**src/rtl/vip_pkg.sv**
```systemverilog
// Shared VIP types and legality limits.
// Imported by the frame gate and its delay line.
package vip_pkg;

  typedef enum logic [1:0] {
    ST_IDLE,
    ST_SKIP,
    ST_RUN
  } vip_state_e;

  localparam int VIP_DELAY_MAX = 8;
  localparam int VIP_BEATS_MAX = 4;

endpackage

```
**src/rtl/video_delay_line.sv**
```systemverilog
// Fixed-depth shift register with reset value and a stage-1 tap.
// Carries the whole pixel bundle so sideband stays aligned with data.
module video_delay_line #(
  parameter int          W   = 8,
  parameter int          D   = 2,
  parameter int          TAP = 0,
  parameter logic [W-1:0] RV = '0
) (
  input  logic         clk,
  input  logic         rst,
  input  logic [W-1:0] d,
  output logic [W-1:0] q,
  output logic         tap1
);

  logic [W-1:0] pipe [D];

  always_ff @(posedge clk) begin
    if (rst) begin
      for (int i = 0; i < D; i++)
        pipe[i] <= RV;
    end else begin
      pipe[0] <= d;
      for (int i = 1; i < D; i++)
        pipe[i] <= pipe[i-1];
    end
  end

  assign q    = pipe[D-1];
  assign tap1 = pipe[0][TAP];

endmodule

```
**src/rtl/video_frame_gate.sv**
```systemverilog
// Whole-frame stream gate with warm-up skip and beat-group strobe.
// VIDEO_FRAME_GATE_CNT_EN adds frame_cnt / frame_drop.
module video_frame_gate
  import vip_pkg::*;
#(
  parameter int DATA_W      = 16,
  parameter int DELAY       = 2,
  parameter int SKIP_FRAMES = 0,
  parameter int BEATS       = 2,
  parameter bit VS_POL      = 1'b1
) (
  input  logic              clk,
  input  logic              rst,
  input  logic              en,
  input  logic [DATA_W-1:0] pre_data,
  input  logic              pre_vs,
  input  logic              pre_de,
  output logic [DATA_W-1:0] post_data,
  output logic              post_vs,
  output logic              post_de,
  output logic              post_data_en,
  output logic              locked
`ifdef VIDEO_FRAME_GATE_CNT_EN
  ,
  output logic [15:0]       frame_cnt,
  output logic              frame_drop
`endif
);

  localparam int DL = (DELAY < 1) ? 1 :
    (DELAY > VIP_DELAY_MAX) ? VIP_DELAY_MAX : DELAY;
  localparam int BT = (BEATS < 1) ? 1 :
    (BEATS > VIP_BEATS_MAX) ? VIP_BEATS_MAX : BEATS;
  localparam int W = DATA_W + 4;
  localparam logic VS_IDLE = !VS_POL;
  localparam logic [1:0] BLAST = 2'(BT - 1);
  localparam logic [7:0] SKIP_N = 8'(SKIP_FRAMES);
  localparam logic [W-1:0] RV =
    {1'b0, 1'b0, 1'b0, VS_IDLE, {DATA_W{1'b0}}};

  logic [W-1:0] din;
  logic [W-1:0] dout;
  logic         vs_q;
  logic         fs;
  logic [1:0]   bcnt;
  logic         strobe;
  vip_state_e   state;
  vip_state_e   state_nx;
  logic [7:0]   skip_cnt;
  logic [7:0]   skip_nx;
  logic         gate_cur;
  logic         gate_in;
  logic         pass;

  assign fs     = (pre_vs == VS_POL) && (vs_q != VS_POL);
  assign strobe = pre_de && (bcnt == BLAST);

  always_ff @(posedge clk) begin
    if (rst || !pre_de)
      bcnt <= '0;
    else
      bcnt <= (bcnt == BLAST) ? 2'd0 : bcnt + 2'd1;
  end

  always_ff @(posedge clk) begin
    if (rst) begin
      state    <= ST_IDLE;
      skip_cnt <= '0;
      gate_cur <= 1'b0;
      locked   <= 1'b0;
    end else begin
      state    <= state_nx;
      skip_cnt <= skip_nx;
      locked   <= (state_nx == ST_RUN);
      if (fs)
        gate_cur <= pass;
    end
  end

  // Decisions are taken only at frame starts; en is ignored otherwise.
  always_comb begin
    state_nx = state;
    skip_nx  = skip_cnt;
    pass     = 1'b0;
    if (fs) begin
      unique case (state)
        ST_IDLE: begin
          if (en) begin
            if (SKIP_N == 8'd0) begin
              state_nx = ST_RUN;
              pass     = 1'b1;
            end else begin
              state_nx = ST_SKIP;
              skip_nx  = 8'd1;
            end
          end
        end
        ST_SKIP: begin
          if (!en) begin
            state_nx = ST_IDLE;
          end else if (skip_cnt == SKIP_N) begin
            state_nx = ST_RUN;
            pass     = 1'b1;
          end else begin
            skip_nx = skip_cnt + 8'd1;
          end
        end
        ST_RUN: begin
          if (en)
            pass = 1'b1;
          else
            state_nx = ST_IDLE;
        end
        default: state_nx = ST_IDLE;
      endcase
    end
  end

  assign gate_in = fs ? pass : gate_cur;
  assign din = {gate_in, strobe, pre_de, pre_vs, pre_data};

  video_delay_line #(
    .W   (W),
    .D   (DL),
    .TAP (DATA_W),
    .RV  (RV)
  ) u_dly (
    .clk  (clk),
    .rst  (rst),
    .d    (din),
    .q    (dout),
    .tap1 (vs_q)
  );

  always_ff @(posedge clk) begin
    if (rst || !dout[DATA_W+3]) begin
      post_data    <= '0;
      post_vs      <= VS_IDLE;
      post_de      <= 1'b0;
      post_data_en <= 1'b0;
    end else begin
      post_data    <= dout[DATA_W-1:0];
      post_vs      <= dout[DATA_W];
      post_de      <= dout[DATA_W+1];
      post_data_en <= dout[DATA_W+2];
    end
  end

`ifdef VIDEO_FRAME_GATE_CNT_EN
  always_ff @(posedge clk) begin
    if (rst) begin
      frame_cnt  <= '0;
      frame_drop <= 1'b0;
    end else begin
      frame_drop <= fs && en && !pass;
      if (fs && pass)
        frame_cnt <= frame_cnt + 16'd1;
    end
  end
`endif

endmodule
```
**config.mk**
```make
export PLATFORM = sky130hd
export DESIGN_NAME = video_frame_gate
export DESIGN_NICKNAME = d
export VERILOG_FILES = /design/src/rtl/vip_pkg.sv /design/src/rtl/video_delay_line.sv /design/src/rtl/video_frame_gate.sv
export SDC_FILE = /design/constraint.sdc
export NUM_CORES = 1
export LEC_CHECK = 0
export BUFFER_PORTS_ARGS = -buffer_cell sky130_fd_sc_hd__clkbuf_2
export CAP_MARGIN = 20
export CORE_MARGIN = 10
export CORE_UTILIZATION = 57
export CTS_CLUSTER_SIZE = 40
export DETAILED_ROUTE_END_ITERATION = 8
export HOLD_SLACK_MARGIN = 0.15
export PLACE_DENSITY = 0.81
export SLEW_MARGIN = 20
export SYNTH_ARGS = -nofsm -noshare
export SYNTH_HDL_FRONTEND = slang
export SYNTH_SLANG_ARGS = --single-unit
```
**constraint.sdc**
```tcl
create_clock -name clk -period 3.3 [get_ports clk]
set_clock_uncertainty 0.05 [all_clocks]
set_input_delay 0.495 -clock clk [delete_from_list [all_inputs] [get_ports clk]]
set_output_delay 0.495 -clock clk [all_outputs]
set_load 0.02 [all_outputs]
```
## Yosys cells after proc, flatten, opt, wreduce, memory -nomap -nowiden

Memories as Yosys holds them, arrays and structs flattened.
Index checks and enable logic that the tools add are counted.

| cells by class | value |
|---|---|
| add/subtract/negate cells | 2 |
| mux-type cells | 16 |
| equality and inequality tests | 4 |
| reduce and logical (&&, ||, !) cells | 11 |
| bitwise operators | 4 |

Operators with widths:

| kind | count |
|---|---|
| 2-to-1 mux 20 bit | 2 |
| 2-to-1 mux 2 bit | 5 |
| adder 8 x 1 -> 8 bit, second input constant | 1 |
| zero test 8 bit | 1 |
| 2-to-1 mux 1 bit | 7 |
| case mux 2 bit (3 select lines) | 1 |
| == test 2 x 1 -> 1 bit, second input constant | 2 |
| == test 2 bit, second input constant | 2 |
| AND reduction 4 bit | 1 |
| OR reduction 2 bit | 2 |
| adder 2 x 1 -> 2 bit, second input constant | 1 |
| logical AND 1 bit | 2 |
| zero test 1 bit | 2 |
| zero test 2 bit | 1 |
| logical OR 1 bit | 2 |
| NOT 1 bit | 2 |
| bitwise OR 1 bit | 2 |
| case mux 1 bit (2 select lines) | 1 |

| word-level totals | value |
|---|---|
| register bits | 33 |
| memories kept | 1 |
| output and inout port bits | 20 |
| RAM bits | 40 |
| word-level logic and storage cells | 47 |

Memories:

| memory | depth | bits a word | rd ports | clocked after Yosys merged registers in | wr ports | line | RTL |
|---|---|---|---|---|---|---|---|
| u_dly.pipe | 2 | 20 | 2 | 0 | 2 | video_delay_line.sv:16 | `logic [W-1:0] pipe [D];` |

## Logic depth before layout (Yosys ltp)

| depth | value |
|---|---|
| depth in word-level cells | 6 |
| depth in mapped cells | 5 |

## Hierarchy

From an unflattened synthesis, not the netlist that was laid out.

| unflattened totals | value |
|---|---|
| cells, all modules | 217 |
| area, all modules | 2508.7 µm² |

By module, submodules not included:

| module | cells each | times used | area each (µm²) |
|---|---|---|---|
| video_delay_line | 104 | 1 | 1306.3 |
| video_frame_gate | 113 | 1 | 1202.4 |

## Worst setup path before layout

No wires, ideal clock.

| path | value |
|---|---|
| path kind | reg-to-reg |
| start point | register skip_cnt[0] |
| end point | register skip_cnt[0] |
| library setup time | 0.123 ns |
| setup slack | 1.760 ns |
| arrival time | 1.366 ns |
| cell stages (with the launch flop) | 6 |
| period minus slack after synthesis | 1.540 ns |
| path through | dfxtp_1 inv_1 ha_1 nor4b_2 a211oi_2 mux2_1 |

| on the way | value |
|---|---|
| longest elaborated chain between the ends | 3 |

RTL lines:

| element | line | RTL |
|---|---|---|
| from (decl) | video_frame_gate.sv:49 | `logic [7:0] skip_cnt;` |
| from (signal assigned) | video_frame_gate.sv:73 | `skip_cnt <= skip_nx;` |
| parallel branches: the longest is 3 deep, another holds adder 8 x 1 -> 8 bit | -- |  |

Parallel ways; which one is timed is not known.
A chain may end at the register's enable or synchronous reset.

## Worst setup path in the final report

Ends and elaborated chain as after synthesis.

==> results_dict.tcl <==
set metrics [dict create \
    wl_per_cell_um 12.97 \
    root_buffer "clkbuf_8" \
    timing.final.crit_share_pct 49.82 \
    syn_inst 199 \
    cp-end-kind "flop" \
    dieHeight_um 83.05 \
    antenna_found_initial 0 \
    synthesis.nets 223 \
    post_cts_buffers 0 \
    synthFlopType "dfxtp_1" \
    clk_latency_ps 330 \
    cts.clk_slew.worst_paths_ps 70 \
    crit_type "flop to flop" \
    fmaxAchievable_mhz 608.3 \
    setup_violations 0 \
    portBuffers 40 \
    ant_nets 0 \
    routed_wl_mm 3.852 \
    yosysSeqAreaShare_pct 63.61 \
    synth.avg_cell_area_um2 11.39 \
    power_density_nw_per_um2 627.8 \
    syn_to_final_growth_pct 19.77 \
    gp_congestion 0.7819 \
    vias_per_cell 4.949 \
    slowest_delay_ps 390 \
    clkPwrFrac_pct 43.4 \
    status "completed" \
    p_leak_nw 1.178 \
    yosys.area.top_type_share_pct 63.61 \
    pwr-share-seq_pct 53.0 \
    h-tree-depth 3 \
    cts_sinks 72 \
    async_flop_share_pct 0 \
    arrival_ps 1820 \
    drv_cap 0 \
    dieArea_um2 6897 \
    pin_count 41 \
    fin_nets 268 \
    grt_pass1_wl_mm 6.762 \
    hpwl_mm 2.597 \
    drt-initial-drc-count 50 \
    cp-start-kind "flop" \
    crit_fanout 4 \
    switching_power_mw 0.3323 \
    grt_max_degree 28 \
    slowest_stage "dfxtp_1" \
    fillerInstances 293 \
    yosysTopAreaCell "dfxtp_1" \
    drc_errors 0 \
    num_antenna_cells 0 \
    switching_share_pct 19.50 \
    fp-row-count 22 \
    finalMaxSlewViolations 0 \
    finalHoldViolCount 0 \
    numCtsBuffers 9 \
    grt_util_all_layers_pct 11.99 \
    tns_ps 0 \
    cp_top_family "flip-flops" \
    synth-seq-cells 72 \
    min-delay-path-class "input pin to flop" \
    yosys_warnings 0 \
    vias 1470 \
    pwr-share-comb_pct 3.6 \
    cts_tree "built" \
    grt_pass1_vias 1477 \
    ys_types 36 \
    path_buf_inv 1 \
    cts.path.max_buffers 2 \
    path_cells "inv_1 > ha_1 > nor4b_2 > a211oi_2 > mux2_1" \
    fin_crit_ps 1644 \
    cts_hold_buffers 0 \
    netlist_area_um2 2266 \
    max_slew.worst_pin.slew_ps 870.7 \
    die_w_um 83.05 \
    vdd_drop_max_mv 0.4119 \
    drive_gt1_share_pct 24.90 \
    intPower_mw 1.372 \
    first_pass_iters 4 \
    final_common_cell "dfxtp_1" \
    layout_common_cells "dfxtp_1, clkbuf_2, nor2b_1" \
    p_total_mw 1.704 \
    cts_resized 0 \
    synthTopCellsByArea "dfxtp_1, nor2b_1, and2_1" \
    coreArea_um2 3744 \
    synth-edff-count 0 \
    gr-total-overflow 0 \
    slew-limit-headroom_pct 41.83 \
    required_ps 3480 \
    rsz0062_at_grt "false" \
    start_util_pct 60.53 \
]
[synthesized netlist by cell type, types with 2 or more instances]
| library cell | count |
|---|---|
| nor2b_1 | 38 |
| nand2_1 | 6 |
| a21oi_1 | 4 |
| inv_1 | 6 |
| clkbuf_1 | 5 |
| nor2_1 | 3 |
| nor3_1 | 3 |
| or4_1 | 4 |
| dfxtp_1 | 72 |
| o31ai_1 | 4 |
| nand3_1 | 3 |
| inv_2 | 2 |
| and2_1 | 22 |
| ha_1 | 3 |
| a31oi_1 | 2 |
| nand4_1 | 2 |
[final cells by class]
| class | instances | area [um2] | area share (%) |
|---|---|---|---|
| Sequential cell | 72 | 1441 | 53.11 |
| Multi-Input combinational cell | 112 | 760.7 | 28.03 |
| Timing Repair Buffer | 41 | 207.7 | 7.653 |
| Clock buffer | 13 | 148.9 | 5.486 |
| Clock inverter | 3 | 65.06 | 2.397 |
| Tap cell | 48 | 60.06 | 2.213 |
| Inverter | 8 | 30.03 | 1.107 |
[cells by family (layout without fill, tap and decap cells)]
family / Yosys count / after routing / synth area share, %
AND/OR/NAND/NOR: 90 / 90 / 25.51
flip-flops: 72 / 72 / 63.61
AO/OA/AOI/OAI: 16 / 16 / 4.970
adder cells (fa/ha/maj): 3 / 3 / 1.657
multiplexers: 3 / 3 / 1.436
buffers and inverters: 15 / 65 / 2.816
[power groups by stage]
stage / Combinational [mW] / Clock, mW / Sequential, mW
2_1_floorplan: 0.0381 / 0 / 0.924
3_3_place_gp: 0.0609 / 0 / 0.922
3_5_place_dp: 0.0621 / 0 / 0.923
4_1_cts: 0.0629 / 0.755 / 0.903
5_1_grt: 0.0699 / 0.799 / 0.905
6_report: 0.0618 / 0.739 / 0.903
[worst register-to-register path, cell delays in order, from the launching register on]
cell and delay [ps]:
dfxtp_1 390, inv_1 80, ha_1 190, nor4b_2 180, a211oi_2 300, mux2_1 350
[final timing paths]
kind	startpoint	endpoint	slack, ps	cells past startpoint
worst max register to register	skip_cnt[0]	skip_cnt[0]	1660	5
worst min register to register	u_dly.pipe[0][34]	post_data[14]	370	1
worst min-delay path	pre_data[13]	u_dly.pipe[0][13]	310	2
worst max-delay path	skip_cnt[0]	skip_cnt[0]	1660	5
[state kept, by name (all words and copies together) (netlist names)]
name,flops
u_dly.pipe,40
state,2
post_vs,1
locked,1
skip_cnt,8
post_data_en,1
post_data,16
bcnt,2
post_de,1
[layer usage]
layer,vias to the layer above,wire [um],global-route usage (%)
met5,-,0,0
met4,0,69,6.000
met3,8,312,6.738
met2,40,1960,20.25
met1,678,1510,11.43
li1,744,-,-
[per-stage QoR]
| stage | cells | setup slack (ps) | utilization [%] | hold WS, ps | cell area, um2 |
|---|---|---|---|---|---|
| detailed placement | 281 | 1316 | 66.78 | 360.5 | 2500 |
| global placement | 281 | 1375 | 66.78 | 358.1 | 2500 |
| finish | 297 | 1656 | 72.49 | 315.0 | 2714 |
| global route | 297 | 1493 | 72.49 | 297.7 | 2714 |
| floorplan | 199 | 1760 | - | 354.3 | 2266 |
| CTS | 297 | 1640 | 72.49 | 298.1 | 2714 |
(Power assumes the default switching activity.)
